--- config.mk ---
export PLATFORM = sky130hd
export DESIGN_NAME = luma_frame_writer
export DESIGN_NICKNAME = d
export VERILOG_FILES = /design/src/rtl/luma_pkg.sv /design/src/rtl/rgb565_to_luma.sv /design/src/rtl/luma_frame_writer.sv
export SDC_FILE = /design/constraint.sdc
export NUM_CORES = 1
export LEC_CHECK = 0
export BUFFER_PORTS_ARGS = -buffer_cell sky130_fd_sc_hd__buf_4
export CORE_MARGIN = 10
export CORE_UTILIZATION = 34
export CTS_CLUSTER_SIZE = 20
export DETAILED_ROUTE_END_ITERATION = 10
export HOLD_SLACK_MARGIN = 0.08
export SETUP_SLACK_MARGIN = 0.5
export SLEW_MARGIN = 20
export SYNTH_ARGS = -nofsm -noshare
export SYNTH_HDL_FRONTEND = slang
export SYNTH_SLANG_ARGS = --single-unit
--- constraint.sdc ---
create_clock -name pixel_clk_in -period 5.63 [get_ports pixel_clk_in]
set_input_delay 1.126 -clock pixel_clk_in [delete_from_list [all_inputs] [get_ports pixel_clk_in]]
set_output_delay 1.126 -clock pixel_clk_in [all_outputs]
set_load 0.05 [all_outputs]
--- src/rtl/luma_pkg.sv ---
// Shared types and constants for the luma frame writer.
// RGB565 field slices, luma weights, FSM state and colour expansion.
package luma_pkg;

  typedef enum logic [1:0] {
    ST_IDLE    = 2'd0,
    ST_ARMED   = 2'd1,
    ST_CAPTURE = 2'd2,
    ST_DONE    = 2'd3
  } state_e;

  localparam int LUMA_R = 77;
  localparam int LUMA_G = 150;
  localparam int LUMA_B = 29;

  localparam int R_HI = 15;
  localparam int R_LO = 11;
  localparam int G_HI = 10;
  localparam int G_LO = 5;
  localparam int B_HI = 4;
  localparam int B_LO = 0;

  typedef struct packed {
    logic [7:0] r;
    logic [7:0] g;
    logic [7:0] b;
  } rgb888_t;

  // Bit replication keeps full-scale 565 at full-scale 888.
  function automatic rgb888_t expand565(input logic [15:0] p);
    logic [4:0] r5;
    logic [5:0] g6;
    logic [4:0] b5;
    rgb888_t    o;
    r5  = p[R_HI:R_LO];
    g6  = p[G_HI:G_LO];
    b5  = p[B_HI:B_LO];
    o.r = {r5, r5[4:2]};
    o.g = {g6, g6[5:4]};
    o.b = {b5, b5[4:2]};
    return o;
  endfunction

endpackage

--- src/rtl/rgb565_to_luma.sv ---
// Two-stage RGB565 to 8-bit code pipeline with valid/address passthrough.
// LUMA_EN defined: luminance; undefined: RGB332 palette index.
module rgb565_to_luma
  import luma_pkg::*;
#(
  parameter int ADDR_W = 17
) (
  input  logic              clk_in,
  input  logic              rst_in,
  input  logic              valid_in,
  input  logic [15:0]       pixel_in,
  input  logic [ADDR_W-1:0] addr_in,
  output logic              valid_out,
  output logic [7:0]        data_out,
  output logic [ADDR_W-1:0] addr_out
);

  rgb888_t px;
  assign px = expand565(pixel_in);

  logic              s1_valid_q, s1_valid_d;
  logic [ADDR_W-1:0] s1_addr_q, s1_addr_d;
  logic              s2_valid_q, s2_valid_d;
  logic [ADDR_W-1:0] s2_addr_q, s2_addr_d;
  logic [7:0]        s2_data_q, s2_data_d;

`ifdef LUMA_EN
  logic [15:0] pr_q, pr_d;
  logic [15:0] pg_q, pg_d;
  logic [15:0] pb_q, pb_d;
  logic [15:0] sum;
  logic        unused_sum;

  always_comb begin
    pr_d = pr_q;
    pg_d = pg_q;
    pb_d = pb_q;
    if (valid_in) begin
      pr_d = {8'd0, px.r} * 16'(LUMA_R);
      pg_d = {8'd0, px.g} * 16'(LUMA_G);
      pb_d = {8'd0, px.b} * 16'(LUMA_B);
    end
  end

  // Weights sum to 256, so the 16-bit total cannot overflow.
  assign sum        = pr_q + pg_q + pb_q;
  assign s2_data_d  = s1_valid_q ? sum[15:8] : s2_data_q;
  assign unused_sum = ^sum[7:0];

  always_ff @(posedge clk_in) begin
    if (rst_in) begin
      pr_q <= '0;
      pg_q <= '0;
      pb_q <= '0;
    end else begin
      pr_q <= pr_d;
      pg_q <= pg_d;
      pb_q <= pb_d;
    end
  end
`else
  logic [7:0] c332_q, c332_d;
  logic       unused_px;

  always_comb begin
    c332_d = c332_q;
    if (valid_in) begin
      c332_d = {px.r[7:5], px.g[7:5], px.b[7:6]};
    end
  end

  assign s2_data_d = s1_valid_q ? c332_q : s2_data_q;
  assign unused_px = ^{px.r[4:0], px.g[4:0], px.b[5:0]};

  always_ff @(posedge clk_in) begin
    if (rst_in) begin
      c332_q <= '0;
    end else begin
      c332_q <= c332_d;
    end
  end
`endif

  always_comb begin
    s1_valid_d = valid_in;
    s1_addr_d  = valid_in ? addr_in : s1_addr_q;
    s2_valid_d = s1_valid_q;
    s2_addr_d  = s1_valid_q ? s1_addr_q : s2_addr_q;
  end

  always_ff @(posedge clk_in) begin
    if (rst_in) begin
      s1_valid_q <= 1'b0;
      s1_addr_q  <= '0;
      s2_valid_q <= 1'b0;
      s2_addr_q  <= '0;
      s2_data_q  <= '0;
    end else begin
      s1_valid_q <= s1_valid_d;
      s1_addr_q  <= s1_addr_d;
      s2_valid_q <= s2_valid_d;
      s2_addr_q  <= s2_addr_d;
      s2_data_q  <= s2_data_d;
    end
  end

  assign valid_out = s2_valid_q;
  assign data_out  = s2_data_q;
  assign addr_out  = s2_addr_q;

endmodule

--- src/rtl/luma_frame_writer.sv ---
// Captures one pixel window into the back half of a double-buffered BRAM.
// Define LUMA_EN for luminance output; otherwise RGB332 palette indices.
module luma_frame_writer
  import luma_pkg::*;
#(
  parameter int WIDTH  = 256,
  parameter int HEIGHT = 256,
  parameter int ADDR_W = $clog2(2*WIDTH*HEIGHT)
) (
  input  logic              pixel_clk_in,
  input  logic              rst_in,
  input  logic              capture_in,
  input  logic              continuous_in,
  input  logic              valid_in,
  input  logic [15:0]       pixel_in,
  input  logic [10:0]       hcount_in,
  input  logic [9:0]        vcount_in,
  input  logic [10:0]       x_in,
  input  logic [9:0]        y_in,
  output logic [ADDR_W-1:0] bram_addr_out,
  output logic [7:0]        bram_din_out,
  output logic              bram_we_out,
  output logic              pop_out,
  output logic              busy_out,
  output logic              frame_done_out,
  output logic              frame_err_out
);

  state_e      state_q, state_d;
  logic [10:0] x_q, x_d;
  logic [9:0]  y_q, y_d;
  logic        pop_q, pop_d;
  logic        done_q, done_d;
  logic        err_q, err_d;
  logic        accept;

  logic [11:0] x_end;
  logic [10:0] y_end;
  logic        in_win;
  logic        first_px;
  logic        last_px;

  assign x_end = {1'b0, x_q} + 12'(WIDTH);
  assign y_end = {1'b0, y_q} + 11'(HEIGHT);

  assign in_win = valid_in
               && (hcount_in >= x_q)
               && ({1'b0, hcount_in} < x_end)
               && (vcount_in >= y_q)
               && ({1'b0, vcount_in} < y_end);

  assign first_px = valid_in
                 && (hcount_in == x_q)
                 && (vcount_in == y_q);

  assign last_px = valid_in
                && ({1'b0, hcount_in} == x_end - 12'd1)
                && ({1'b0, vcount_in} == y_end - 11'd1);

  logic [10:0]       h_off;
  logic [9:0]        v_off;
  logic [31:0]       addr_full;
  logic [ADDR_W-1:0] wr_addr;
  logic              unused_addr;

  // pop_q selects the front half, so writes land in the other one.
  assign h_off     = hcount_in - x_q;
  assign v_off     = vcount_in - y_q;
  assign addr_full = 32'(h_off)
                   + 32'(v_off) * 32'(WIDTH)
                   + (pop_q ? 32'(WIDTH*HEIGHT) : 32'd0);
  assign wr_addr     = addr_full[ADDR_W-1:0];
  assign unused_addr = ^addr_full[31:ADDR_W];

  always_comb begin
    state_d = state_q;
    x_d     = x_q;
    y_d     = y_q;
    pop_d   = pop_q;
    done_d  = 1'b0;
    err_d   = err_q;
    accept  = 1'b0;
    unique case (state_q)
      ST_IDLE: begin
        if (capture_in) begin
          state_d = ST_ARMED;
          x_d     = x_in;
          y_d     = y_in;
          err_d   = 1'b0;
        end
      end
      ST_ARMED: begin
        if (first_px) begin
          accept  = 1'b1;
          state_d = last_px ? ST_DONE : ST_CAPTURE;
        end
      end
      ST_CAPTURE: begin
        if (in_win) begin
          accept = 1'b1;
          if (last_px) begin
            state_d = ST_DONE;
          end else if (first_px) begin
            err_d = 1'b1;
          end
        end
      end
      ST_DONE: begin
        pop_d  = ~pop_q;
        done_d = 1'b1;
        if (continuous_in) begin
          state_d = ST_ARMED;
          x_d     = x_in;
          y_d     = y_in;
        end else begin
          state_d = ST_IDLE;
        end
      end
      default: state_d = ST_IDLE;
    endcase
  end

  always_ff @(posedge pixel_clk_in) begin
    if (rst_in) begin
      state_q <= ST_IDLE;
      x_q     <= '0;
      y_q     <= '0;
      pop_q   <= 1'b1;
      done_q  <= 1'b0;
      err_q   <= 1'b0;
    end else begin
      state_q <= state_d;
      x_q     <= x_d;
      y_q     <= y_d;
      pop_q   <= pop_d;
      done_q  <= done_d;
      err_q   <= err_d;
    end
  end

  rgb565_to_luma #(
    .ADDR_W(ADDR_W)
  ) u_conv (
    .clk_in    (pixel_clk_in),
    .rst_in    (rst_in),
    .valid_in  (accept),
    .pixel_in  (pixel_in),
    .addr_in   (wr_addr),
    .valid_out (bram_we_out),
    .data_out  (bram_din_out),
    .addr_out  (bram_addr_out)
  );

  assign pop_out        = pop_q;
  assign busy_out       = (state_q == ST_ARMED)
                       || (state_q == ST_CAPTURE);
  assign frame_done_out = done_q;
  assign frame_err_out  = err_q;

endmodule

# Word-level counts from Yosys, hierarchy flattened
# Cells that the tools add are included.
[word_totals] register_bits=78 output_inout_bits=30
[classes] addsub=8 magnitude_cmp=4 eq_ne=14 n_mux=23 bitwise_logic=1 reduce_logical=15
[ops] operator="2-to-1 mux 11 bit" n=2
[ops] operator="case mux 11 bit (2 select lines)" n=1
[ops] operator="2-to-1 mux 10 bit" n=2
[ops] operator="case mux 10 bit (2 select lines)" n=1
[ops] operator="adder 11 x 17 -> 17 bit" n=1
[ops] operator="adder 17 bit" n=1
[ops] operator="2-to-1 mux 17 bit" n=1
[ops] operator="inequality test 2 bit (second input constant)" n=7
[ops] operator="adder 11 x 9 -> 12 bit (second input constant)" n=1
[ops] operator="== test 11 x 12 -> 1 bit" n=1
[ops] operator="< comparator 11 x 12 -> 1 bit" n=1
[ops] operator="subtractor 12 x 1 -> 12 bit (second input constant)" n=1
[ops] operator="adder 10 x 9 -> 11 bit (second input constant)" n=1
[ops] operator="== test 10 x 11 -> 1 bit" n=1
[ops] operator="== test 11 bit" n=1
[ops] operator=">= comparator 11 bit" n=1
[ops] operator="< comparator 10 x 11 -> 1 bit" n=1
[ops] operator="subtractor 11 x 1 -> 11 bit (second input constant)" n=1
[ops] operator="subtractor 11 bit" n=1
[ops] operator="== test 10 bit" n=1
[ops] operator=">= comparator 10 bit" n=1
[ops] operator="2-to-1 mux 1 bit" n=9
[ops] operator="subtractor 9 bit" n=1
[ops] operator="logical AND 1 bit" n=8
[ops] operator="12 further kinds" n=18

# Longest topological paths before layout
[depth] ltp_word=8 ltp_mapped=16

# Cells and area by module
# A second synthesis with hierarchy kept.
[hier_totals] hier_cells=538 hier_area_um2=4903.5
[by_module_without_submodules] module="luma_frame_writer" instances=1 cells_each=372 area_each_um2=3031.7 seq_area_each_um2=520.5
[by_module_without_submodules] module="rgb565_to_luma" instances=1 cells_each=166 area_each_um2=1871.8 seq_area_each_um2=1041.0

# Worst setup path after synthesis
# OpenSTA, ideal clock, no wires.
[synth_timing] path_type="input to register" from="input hcount_in[1]" to="register u_conv.s1_addr_q[16]" setup_ns=0.117 arrival_ns=3.831 required_ns=5.513 slack_ns=1.682 path_stages=14 path_cell_list="ha_1 > nor2b_1 > o31a_1 > o41ai_1 > o21bai_1 > a21o_1 > a21oi_1 > xnor2_1 > fa_1 > a21oi_1 > nor4_1 > nand4_1 > xnor2_1 > o2bb2ai_1"
[synth_via] elab_chain_len=7
[synth_lines] item="start, declared" line="luma_frame_writer.sv:16" rtl="input logic [10:0] hcount_in,"
[synth_lines] item="parallel branches: the longest is 7 deep, another holds adder 11 x 17 -> 17 bit"
[synth_lines] item="end signal, assigned" line="rgb565_to_luma.sv:100" rtl="s1_addr_q <= s1_addr_d;"
[synth_lines] item="end, declared" line="rgb565_to_luma.sv:22" rtl="logic [ADDR_W-1:0] s1_addr_q, s1_addr_d;"
# Several ways; the timed one is not identified.
# A chain may end at the register's enable or synchronous reset.

# Final worst setup path
# Ends and elaborated chain as after synthesis.

==> impl_metrics.prom <==
# TYPE chip_impl_metric gauge
chip_impl_metric{name="p_leak",unit="nW"} 2.44
chip_impl_metric{name="max_slew.worst_pin.slew",unit="ns"} 0.808
chip_impl_metric{name="cts_htree_levels",unit=""} 3
chip_impl_metric{name="tritoncts.num_buffers",unit=""} 9
chip_impl_metric{name="total_power_per_unit_cell_area",unit="nW/µm²"} 420
chip_impl_metric{name="routed_wire_length_per_instance",unit="µm"} 15.2
chip_impl_info{name="regToRegEndpoint",value="u_conv.s1_addr_q[16]"} 1
chip_impl_metric{name="die_area",unit="µm²"} 19800
chip_impl_metric{name="seq_area_frac_synth",unit="%"} 31.6
chip_impl_metric{name="min_period_over_period",unit="%"} 73.8
chip_impl_metric{name="total_via_count_in_the_routed_design",unit=""} 4027
chip_impl_metric{name="worst-endpoint-required",unit="ns"} 5.84
chip_impl_metric{name="residual_drc_count",unit=""} 0
chip_impl_metric{name="viasPerCell",unit=""} 4.91
chip_impl_metric{name="cts-root-to-sink-buffers",unit=""} 2
chip_impl_info{name="crit_type",value="primary input to register"} 1
chip_impl_info{name="timing.critical_path.from_type",value="primary input"} 1
chip_impl_metric{name="synthesis.nets",unit=""} 662
chip_impl_metric{name="cts.sink_count",unit=""} 78
chip_impl_info{name="synth_flop_cell",value="sky130_fd_sc_hd__dfxtp_1"} 1
chip_impl_metric{name="fin_setup_tns",unit="ns"} 0
chip_impl_metric{name="detailedRoute.firstIterationViolations",unit=""} 157
chip_impl_metric{name="final_estimated_routing_congestion_in_global_placement",unit=""} 0.852
chip_impl_info{name="layout_common_cells",value="sky130_fd_sc_hd__nor2_1, sky130_fd_sc_hd__buf_4, sky130_fd_sc_hd__dfxtp_1, sky130_fd_sc_hd__mux2i_1, sky130_fd_sc_hd__ha_1"} 1
chip_impl_metric{name="grt_antenna_before_repair",unit=""} 0
chip_impl_metric{name="fp.coreArea",unit="µm²"} 14400
chip_impl_metric{name="critical_path_peak_fanout",unit=""} 3
chip_impl_metric{name="fmax",unit="MHz"} 241
chip_impl_info{name="path_cells",value="buf_4 -> ha_1 -> nor2b_1 -> o31a_1 -> o41ai_1 -> o21bai_1 -> a21o_1 -> a21oi_1 -> xnor2_1 -> fa_1 -> a21oi_1 -> nor4_1 -> nand4_1 -> xnor2_1 -> o2bb2ai_1"} 1
chip_impl_metric{name="wire_length_of_the_first_global_routing_pass",unit="mm"} 20.9
chip_impl_metric{name="cp.arrival",unit="ns"} 4.37
chip_impl_info{name="tritoncts_clock_tree",value="yes"} 1
chip_impl_metric{name="worst_ir_drop_vdd",unit="µV"} 176
chip_impl_metric{name="hold_depth",unit=""} 2
chip_impl_info{name="critical_path.reg2reg.startpoint",value="x_q[1]"} 1
chip_impl_info{name="hold_path.class",value="register to register"} 1
chip_impl_metric{name="die_w",unit="µm"} 141
chip_impl_metric{name="io_buffers",unit=""} 84
chip_impl_metric{name="timing.slew.headroom",unit="%"} 46.1
chip_impl_info{name="cp-end-kind",value="register"} 1
chip_impl_metric{name="clkTransAtPathRegs",unit="ns"} 0.06
chip_impl_metric{name="synth.yosys.warnings",unit=""} 0
chip_impl_metric{name="totalWireLength",unit="mm"} 12.5
chip_impl_metric{name="count_of_distinct_cell_types_in_the_synthesized_netlist",unit=""} 55
chip_impl_metric{name="detailed_place_hpwl",unit="mm"} 9.83
chip_impl_metric{name="post_synth_instance_area",unit="µm²"} 4950
chip_impl_metric{name="ff2ff_setup_slack",unit="ns"} 1.82
chip_impl_metric{name="first_pass_iters",unit=""} 4
chip_impl_metric{name="cap_violations",unit=""} 0
chip_impl_metric{name="initial_core_utilization",unit="%"} 34.4
chip_impl_metric{name="dp_cells",unit=""} 804
chip_impl_metric{name="synthesis_stage_register_bit_count",unit=""} 78
chip_impl_metric{name="report.final.setup_viol",unit=""} 0
chip_impl_metric{name="die_h",unit="µm"} 141
chip_impl_metric{name="final_cell_count_no_fill",unit=""} 820
chip_impl_info{name="rsz_0062_raised_after_global_routing",value="false"} 1
chip_impl_metric{name="post_synth_inst_count",unit=""} 556
chip_impl_metric{name="antenna_cells",unit=""} 0
chip_impl_metric{name="finalHoldViolations",unit=""} 0
chip_impl_metric{name="cp_slowest_stage_delay",unit="ns"} 0.46
chip_impl_info{name="hold_path_end",value="u_conv.s1_addr_q[16]"} 1
chip_impl_metric{name="post_cts_resize_count",unit=""} 0
chip_impl_info{name="crit_slowest_cell",value="sky130_fd_sc_hd__o41ai_1"} 1
chip_impl_metric{name="worst_skew_pair.late_latency",unit="ns"} 0.35
chip_impl_metric{name="finalClockSkew",unit="ns"} 0.00559
chip_impl_metric{name="grt_usage",unit="%"} 12.9
chip_impl_metric{name="fillers",unit=""} 1412
chip_impl_metric{name="post-route-min-period",unit="ns"} 4.15
chip_impl_metric{name="async_reset_ff_share",unit="%"} 0
chip_impl_metric{name="final_layout_size_suffix_gt1_share",unit="%"} 18.6
chip_impl_metric{name="placementRows",unit=""} 44
chip_impl_metric{name="syn_to_final_growth",unit="%"} 21.6
chip_impl_metric{name="nNetsFinal",unit=""} 737
chip_impl_metric{name="grt_max_degree",unit=""} 76
chip_impl_metric{name="ant_nets",unit=""} 0
chip_impl_metric{name="post_cts_setup_buffers",unit=""} 0
chip_impl_metric{name="number_of_enable_type_register_cells_in_the_synthesized_netlist",unit=""} 0
chip_impl_metric{name="depth_of_the_most_critical_reg_to_reg_path",unit=""} 15
chip_impl_metric{name="slew_viol_final",unit=""} 0
chip_impl_metric{name="first_global_vias",unit=""} 4139
chip_impl_metric{name="cts_hold_repair.buffers",unit=""} 0
chip_impl_info{name="run_status",value="finished, final reports clean"} 1
chip_impl_metric{name="io-pin-count",unit=""} 93
chip_impl_metric{name="syn_area_per_cell",unit="µm²"} 8.90
chip_impl_info{name="clock_tree.root_cell",value="sky130_fd_sc_hd__clkbuf_16"} 1
chip_impl_info{name="startpoint_of_the_worst_hold_path",value="u_conv.s1_addr_q[16]"} 1
chip_impl_metric{name="grt.overflow.total",unit=""} 0
==> metrics by stage <==
stage / hold slack [ns] / area [µm²] / worst slack (ns) / total power, mW / util [%]
finish: 0.488 / 6010 / 1.48 / 2.52 / 41.9
global route: 0.507 / 6010 / 1.21 / 2.72 / 41.9
CTS: 0.489 / 6010 / 1.46 / 2.55 / 41.9
detailed placement: 0.480 / 5720 / 1.09 / 1.94 / 39.8
global placement: 0.472 / 5720 / 1.11 / 1.91 / 39.8
floorplan: 0.440 / 4950 / 1.68 / 1.65 / -
==> how the worst max path moves through the flow <==
| stage | start | end | slack (ns) |
|---|---|---|---|
| final | hcount_in[1] | u_conv.s1_addr_q[16] | 1.48 |
| after global routing | hcount_in[1] | u_conv.s1_addr_q[16] | 1.21 |
| after CTS | hcount_in[1] | u_conv.s1_addr_q[16] | 1.46 |
| after detailed placement | hcount_in[1] | u_conv.s1_addr_q[16] | 1.09 |
| after global placement | hcount_in[1] | u_conv.s1_addr_q[16] | 1.11 |
| after floorplan | hcount_in[1] | u_conv.s1_addr_q[16] | 1.68 |
==> power breakdown <==
group / total (mW) / leakage [nW] / internal (mW) / switching, mW
clock: 0.591 / 0.146 / 0.355 / 0.236
combinational: 1.24 / 1.67 / 0.546 / 0.691
sequential: 0.695 / 0.633 / 0.605 / 0.0905
==> synthesized netlist by cell type, types with 8 or more instances <==
library cell	n	area [µm²]
sky130_fd_sc_hd__nor2_1	88	330
sky130_fd_sc_hd__dfxtp_1	78	1560
sky130_fd_sc_hd__mux2i_1	67	671
sky130_fd_sc_hd__ha_1	40	500
sky130_fd_sc_hd__inv_1	38	143
sky130_fd_sc_hd__xnor2_1	31	272
sky130_fd_sc_hd__a21oi_1	27	135
sky130_fd_sc_hd__nand2_1	21	78.8
sky130_fd_sc_hd__xor2_1	16	140
sky130_fd_sc_hd__clkbuf_1	15	56.3
sky130_fd_sc_hd__nor3_1	12	60.1
sky130_fd_sc_hd__o21ai_0	11	55.1
sky130_fd_sc_hd__nand3_1	8	40.0
==> final cells by class <==
class | count | area (µm²) | area share [%]
Tap cell | 184 | 230 | 3.83
Sequential cell | 78 | 1560 | 26.0
Timing Repair Buffer | 87 | 653 | 10.9
Multi-Input combinational cell | 417 | 3130 | 52.0
Inverter | 38 | 143 | 2.37
Clock inverter | 5 | 56.3 | 0.936
Clock buffer | 11 | 243 | 4.04
==> sequential cells by signal, indices dropped and copies added (netlist names) <==
register           flops
frame_done_out         1
frame_err_out          1
pop_out                1
state_q                2
u_conv.addr_out       17
u_conv.c332_q          8
u_conv.data_out        8
u_conv.s1_addr_q      17
u_conv.s1_valid_q      1
u_conv.valid_out       1
x_q                   11
y_q                   10
==> routing by layer <==
metal | track usage, % | routed length (µm) | up-vias
met4 | 4.18 | 169 | 0
met5 | 0 | 0 | -
li1 | - | - | 2092
met2 | 20.0 | 5550 | 103
met1 | 16.4 | 6150 | 1817
met3 | 4.40 | 639 | 15
==> cell families after synthesis <==
| logic type | count (synthesis) | share of synthesized area [%] |
|---|---|---|
| AOI/OAI and AO/OA | 90 | 13.0 |
| xor gates and xnor gates | 47 | 8.32 |
| adders and majority gates | 43 | 11.3 |
| buffers and inverters | 61 | 5.24 |
| DFF | 78 | 31.6 |
| muxes | 67 | 13.6 |
| and+or+nand+nor | 170 | 17.0 |
==> worst max-delay path, delay by kind of cell <==
kind / cells / cell delay, ns
buffers and inverters: 1 / 0.13
adders and majority gates: 2 / 0.58
xor gates and xnor gates: 2 / 0.36
AOI/OAI and AO/OA: 7 / 1.47
and+or+nand+nor: 3 / 0.71
No activity file was read; power rests on OpenSTA's default activity.
